**config.mk**
```make
export PLATFORM = sky130hd
export DESIGN_NAME = dds_phase_engine
export DESIGN_NICKNAME = d
export VERILOG_FILES = /design/src/rtl/dds_phase_engine.sv
export SDC_FILE = /design/constraint.sdc
export NUM_CORES = 1
export LEC_CHECK = 0
export CAP_MARGIN = 30
export CORE_AREA = 5 5 167 137
export CTS_CLUSTER_DIAMETER = 30
export DETAILED_ROUTE_END_ITERATION = 16
export DIE_AREA = 0 0 172 142
export PLACE_DENSITY = 0.67
export SLEW_MARGIN = 20
export SYNTH_ARGS = -nofsm -noshare
export SYNTH_HDL_FRONTEND = slang
export SYNTH_SLANG_ARGS = --single-unit
```
**constraint.sdc**
```tcl
create_clock -name clk_i -period 3.23 [get_ports clk_i]
set_input_delay 0.646 -clock clk_i [delete_from_list [all_inputs] [get_ports clk_i]]
set_output_delay 0.646 -clock clk_i [all_outputs]
set_load 0.05 [all_outputs]
```
**src/rtl/dds_phase_engine.sv**
```systemverilog
// DDS phase source: takes config beats (pinc/offset/resync) and streams truncated accumulator phase.
// One-cycle load-to-valid latency; tready low with a pending sample stalls the accumulator and holds the output.
module dds_phase_engine #(
  parameter int OUT_BITS = 16
) (
  input  logic                clk_i,
  input  logic                resetn_i,
  input  logic                en_i,
  input  logic [71:0]         s_axis_config_tdata,
  input  logic                s_axis_config_tvalid,
  input  logic                s_axis_config_tlast,
  output logic                s_axis_config_tready,
  output logic [OUT_BITS-1:0] m_axis_phase_tdata,
  output logic                m_axis_phase_tuser,
  output logic                m_axis_phase_tvalid,
  input  logic                m_axis_phase_tready,
  output logic [15:0]         cfg_beats_o,
  output logic [15:0]         cfg_packets_o
);

  // Width is pinned by the 72-bit config word layout.
  localparam int PHASE_BITS = 30;

  logic [PHASE_BITS-1:0] acc;
  logic [PHASE_BITS-1:0] pinc_r;
  logic [PHASE_BITS-1:0] offset_r;
  logic [PHASE_BITS-1:0] phase_nxt;
  logic                  resync_r;
  logic                  cfg_acc;
  logic                  load;
  logic                  unused_bits;

  assign unused_bits = ^{s_axis_config_tdata[71:65], s_axis_config_tdata[63:62],
                         s_axis_config_tdata[31:30], phase_nxt[PHASE_BITS-OUT_BITS-1:0]};

  assign cfg_acc   = s_axis_config_tvalid & s_axis_config_tready;
  assign load      = en_i & (~m_axis_phase_tvalid | m_axis_phase_tready);
  assign phase_nxt = resync_r ? offset_r : acc + offset_r;

  // A beat landing on the same edge as a load only affects later loads.
  always_ff @(posedge clk_i or negedge resetn_i) begin
    if (!resetn_i) begin
      s_axis_config_tready <= 1'b0;
      pinc_r               <= '0;
      offset_r             <= '0;
      resync_r             <= 1'b0;
      cfg_beats_o          <= '0;
      cfg_packets_o        <= '0;
    end else begin
      s_axis_config_tready <= 1'b1;
      if (cfg_acc) begin
        pinc_r      <= s_axis_config_tdata[PHASE_BITS-1:0];
        offset_r    <= s_axis_config_tdata[32+PHASE_BITS-1:32];
        resync_r    <= s_axis_config_tdata[64];
        cfg_beats_o <= cfg_beats_o + 16'd1;
        if (s_axis_config_tlast) begin
          cfg_packets_o <= cfg_packets_o + 16'd1;
        end
      end
    end
  end

  always_ff @(posedge clk_i or negedge resetn_i) begin
    if (!resetn_i) begin
      acc                 <= '0;
      m_axis_phase_tdata  <= '0;
      m_axis_phase_tuser  <= 1'b0;
      m_axis_phase_tvalid <= 1'b0;
    end else if (load) begin
      acc                 <= resync_r ? '0 : acc + pinc_r;
      m_axis_phase_tdata  <= phase_nxt[PHASE_BITS-1:PHASE_BITS-OUT_BITS];
      m_axis_phase_tuser  <= resync_r;
      m_axis_phase_tvalid <= 1'b1;
    end else if (m_axis_phase_tready) begin
      m_axis_phase_tvalid <= 1'b0;
    end
  end

endmodule
```
==> run metrics <==
Reg-to-Reg Start=acc[0]$_DFFE_PN0P_; Die ar.=24400 µm²; count of cell types in the netlist=61; DRC viols=0; Final WS setup=approximately 100 ps; Clock Tree Root=clkbuf_16; FP Rows=between 40 and 50; number of max-cap violations=0; Comb power frac=0.467; first-pass GRT wire length=29.9 mm; Setup WS pre-CTS=roughly 16 ps; post-synthesis cell area=7850 µm²; Yosys warnings=0; worst vdd ir=between 0.4 and 0.5 mV; Layout fillers=approximately 2000; vias per inst=between 5 and 6; Final TNS setup=0 ps; crit-path max cell delay=410 ps; CTS Sinks=142; DRT Wirelength=roughly 18 mm; commonest non-fill, non-tap cell in the layout=dfrtp_1; Post-synth EDFFs=0; number of global-route vias before repair=5784; Worst Setup Start Kind=register; Critical Path, Cell by Cell=ha_2, inv_1, fa_1, nor2b_2, o2111ai_2, a21oi_2, buf_4, o41ai_2, o211a_1, o31a_1, o21a_1, o21ai_2, xor2_1, a22o_1; register area share after synthesis=0.453; Seq cells post-synth=142; clk_lat worst skew=430 ps; Layout area overhead=30.0%; Reg area=3550 µm²; CP Launch Point=acc[0]$_DFFE_PN0P_; DP Wirelength=13.4 mm; reg-to-reg critical path endpoint=acc[26]$_DFFE_PN0P_; layout cell share with drive strength beyond 1=0.110; diodes inserted=0; via count=around 5900; FF-to-FF path depth=14; global route overflow=0; Crit Path Max Fanout=3; Chip Height=142 µm; Final Skew=12.4 ps; worst hold margin=between 150 and 200 ps; Reg clk slew, reported paths=roughly 60 ps; DR WL/cell=16.1 µm; first drt pass iteration count=4; switching share of power=0.391; worst path bufs/invs=2; leakage power=4.53 nW; Post-Syn Nets=between 800 and 900; synthesized area per cell=10.8 µm²; clock power share=0.237; Multi-input gate area=4220 µm²; CTS tree=yes; initial antenna violation count=0; # hold bufs at CTS=0; Critical Path RT=3540 ps; Fin. Hold Viols=0; Pint=about 5.4 mW; final setup vio count=0; total global-route track usage=0.154; Final Util=0.483; 1st-iter DRT viols=about 310; final period utilization=0.968; RePlAce Congestion=0.858; pins over their slew limit=0; status=finished, final reports clean; Gate Count Post-Synth=724; htree depth=4; PortBufs=about 120; max_slew headroom=0.459; Chip Width=172 µm; most frequently used flop master after synthesis=dfrtp_1; critical path type=reg -> reg; Tightest Pin Transition=811 ps; switching power=about 3.5 mW; most frequent cells in the layout=142 x dfrtp_1, 116 x clkdlybuf4s50_1, 58 x ha_1; fin nets=1000; Seq pwr share=0.296; Num CTS Buffers=17; worst hold path type=in -> async; post-route ant nets=0; CP endpoint kind=register; Ports=129; Post-synth ARST share=1.00; initial core utilization=0.371; R2R Setup Slk=100 ps; min Tclk post-route=3130 ps; pwr dens=~870 nW/µm²; core area=approximately 21000 µm²; Fmax=320 MHz; largest net degree at the start of global routing=58; CP delay by family, top=compound AO/OA/AOI/OAI gates; slowest CP cell=fa_1; maximum buffer depth of the clock tree=2; CP arrival=3430 ps
-- routing by layer --
metal  wire (µm)  track usage
met1        9260        0.227
met2        7890        0.225
met3        1150       0.0450
met4         168       0.0360
met5           0            0
-- state kept, by name, summed over array words and instances (netlist names) --
name,count
acc,30
offset_r,30
pinc_r,30
cfg_beats_o,16
cfg_packets_o,16
m_axis_phase_tdata,16
m_axis_phase_tuser,1
m_axis_phase_tvalid,1
resync_r,1
s_axis_config_tready,1
-- how the worst max path moves through the flow --
stage	to	slack, ps	cells after the start
floorplan	acc[25]$_DFFE_PN0P_	250	11
global placement	acc[25]$_DFFE_PN0P_	80	11
detailed placement	m_axis_phase_tdata[15]$_DFFE_PN0P_	20	12
CTS	m_axis_phase_tdata[15]$_DFFE_PN0P_	0.3	12
global route	acc[26]$_DFFE_PN0P_	-20	14
finish	acc[26]$_DFFE_PN0P_	100	14
-- power by group through the flow --
stage	clock [mW]	combinational [mW]	sequential, mW
floorplan	0	2.41	3.06
global placement	0	3.95	2.64
detailed placement	0	4.02	2.65
CTS	2.15	4.05	2.62
global route	2.22	4.56	2.68
finish	2.09	4.12	2.62
-- worst register-to-register path: cells and delay by family (launching register included) --
family	cells	cell delay (ps)
flip-flops	1	380
AO/OA/AOI/OAI	8	1550
AND/OR/NAND/NOR	1	170
adder cells (fa/ha/maj)	2	630
XOR/XNOR	1	80
buffers and inverters	2	210
-- kinds of logic (layout without fill, tap and decap cells) --
| group | after synthesis | count (layout) | synth area share |
|---|---|---|---|
| simple gates | 180 | 180 | 0.116 |
| mux | 66 | 66 | 0.0941 |
| buf+inv | 40 | 191 | 0.0191 |
| other cells | 1 | 1 | 0.000478 |
| compound gates | 171 | 171 | 0.149 |
| flops | 142 | 142 | 0.453 |
| xor+xnor | 64 | 64 | 0.0715 |
| fa+ha+maj | 60 | 60 | 0.0967 |
-- stage by stage --
stage / instance area (µm²) / std cells / total power, mW
finish: 10200 / 1150 / 8.84
global route: 10200 / 1150 / 9.46
CTS: 10100 / 1147 / 8.81
detailed placement: 9480 / 1115 / 6.66
global placement: 9480 / 1115 / 6.59
floorplan: 7850 / 724 / 5.48
-- cell usage after synthesis (5+ instances only) --
cell	instances	area share
nor3_1	7	0.0045
o21a_1	7	0.0067
inv_1	14	0.0067
a22o_1	20	0.022
xnor2_1	42	0.047
a21oi_1	44	0.028
or3_1	5	0.0040
nand3_1	18	0.011
buf_1	6	0.0029
dfrtp_1	142	0.45
o21ai_0	11	0.0070
xor2_1	22	0.025
nand2_1	57	0.027
o21bai_1	6	0.0057
mux2_2	14	0.020
a211oi_1	9	0.0086
clkbuf_1	19	0.0091
nand2b_1	6	0.0048
ha_1	59	0.094
nor2_1	37	0.018
mux2_1	48	0.069
a21o_1	18	0.017
o21ai_1	22	0.014
nand4_1	13	0.010
and3_1	7	0.0056
nor2b_1	9	0.0072
-- what timing repair did --
action                     in CTS  in global routing
setup endpoints to repair       0                 11
buffers inserted                0                  3
gates resized for setup         0                 14
-- cell type report --
cell class,instances,area share
Clock inverter,9,0.0129
Tap cell,275,0.0337
Multi-Input combinational cell,542,0.413
Inverter,15,0.00552
Clock buffer,23,0.0488
Sequential cell,142,0.348
Timing Repair Buffer,144,0.137
No activity file was read; power rests on OpenSTA's default activity.
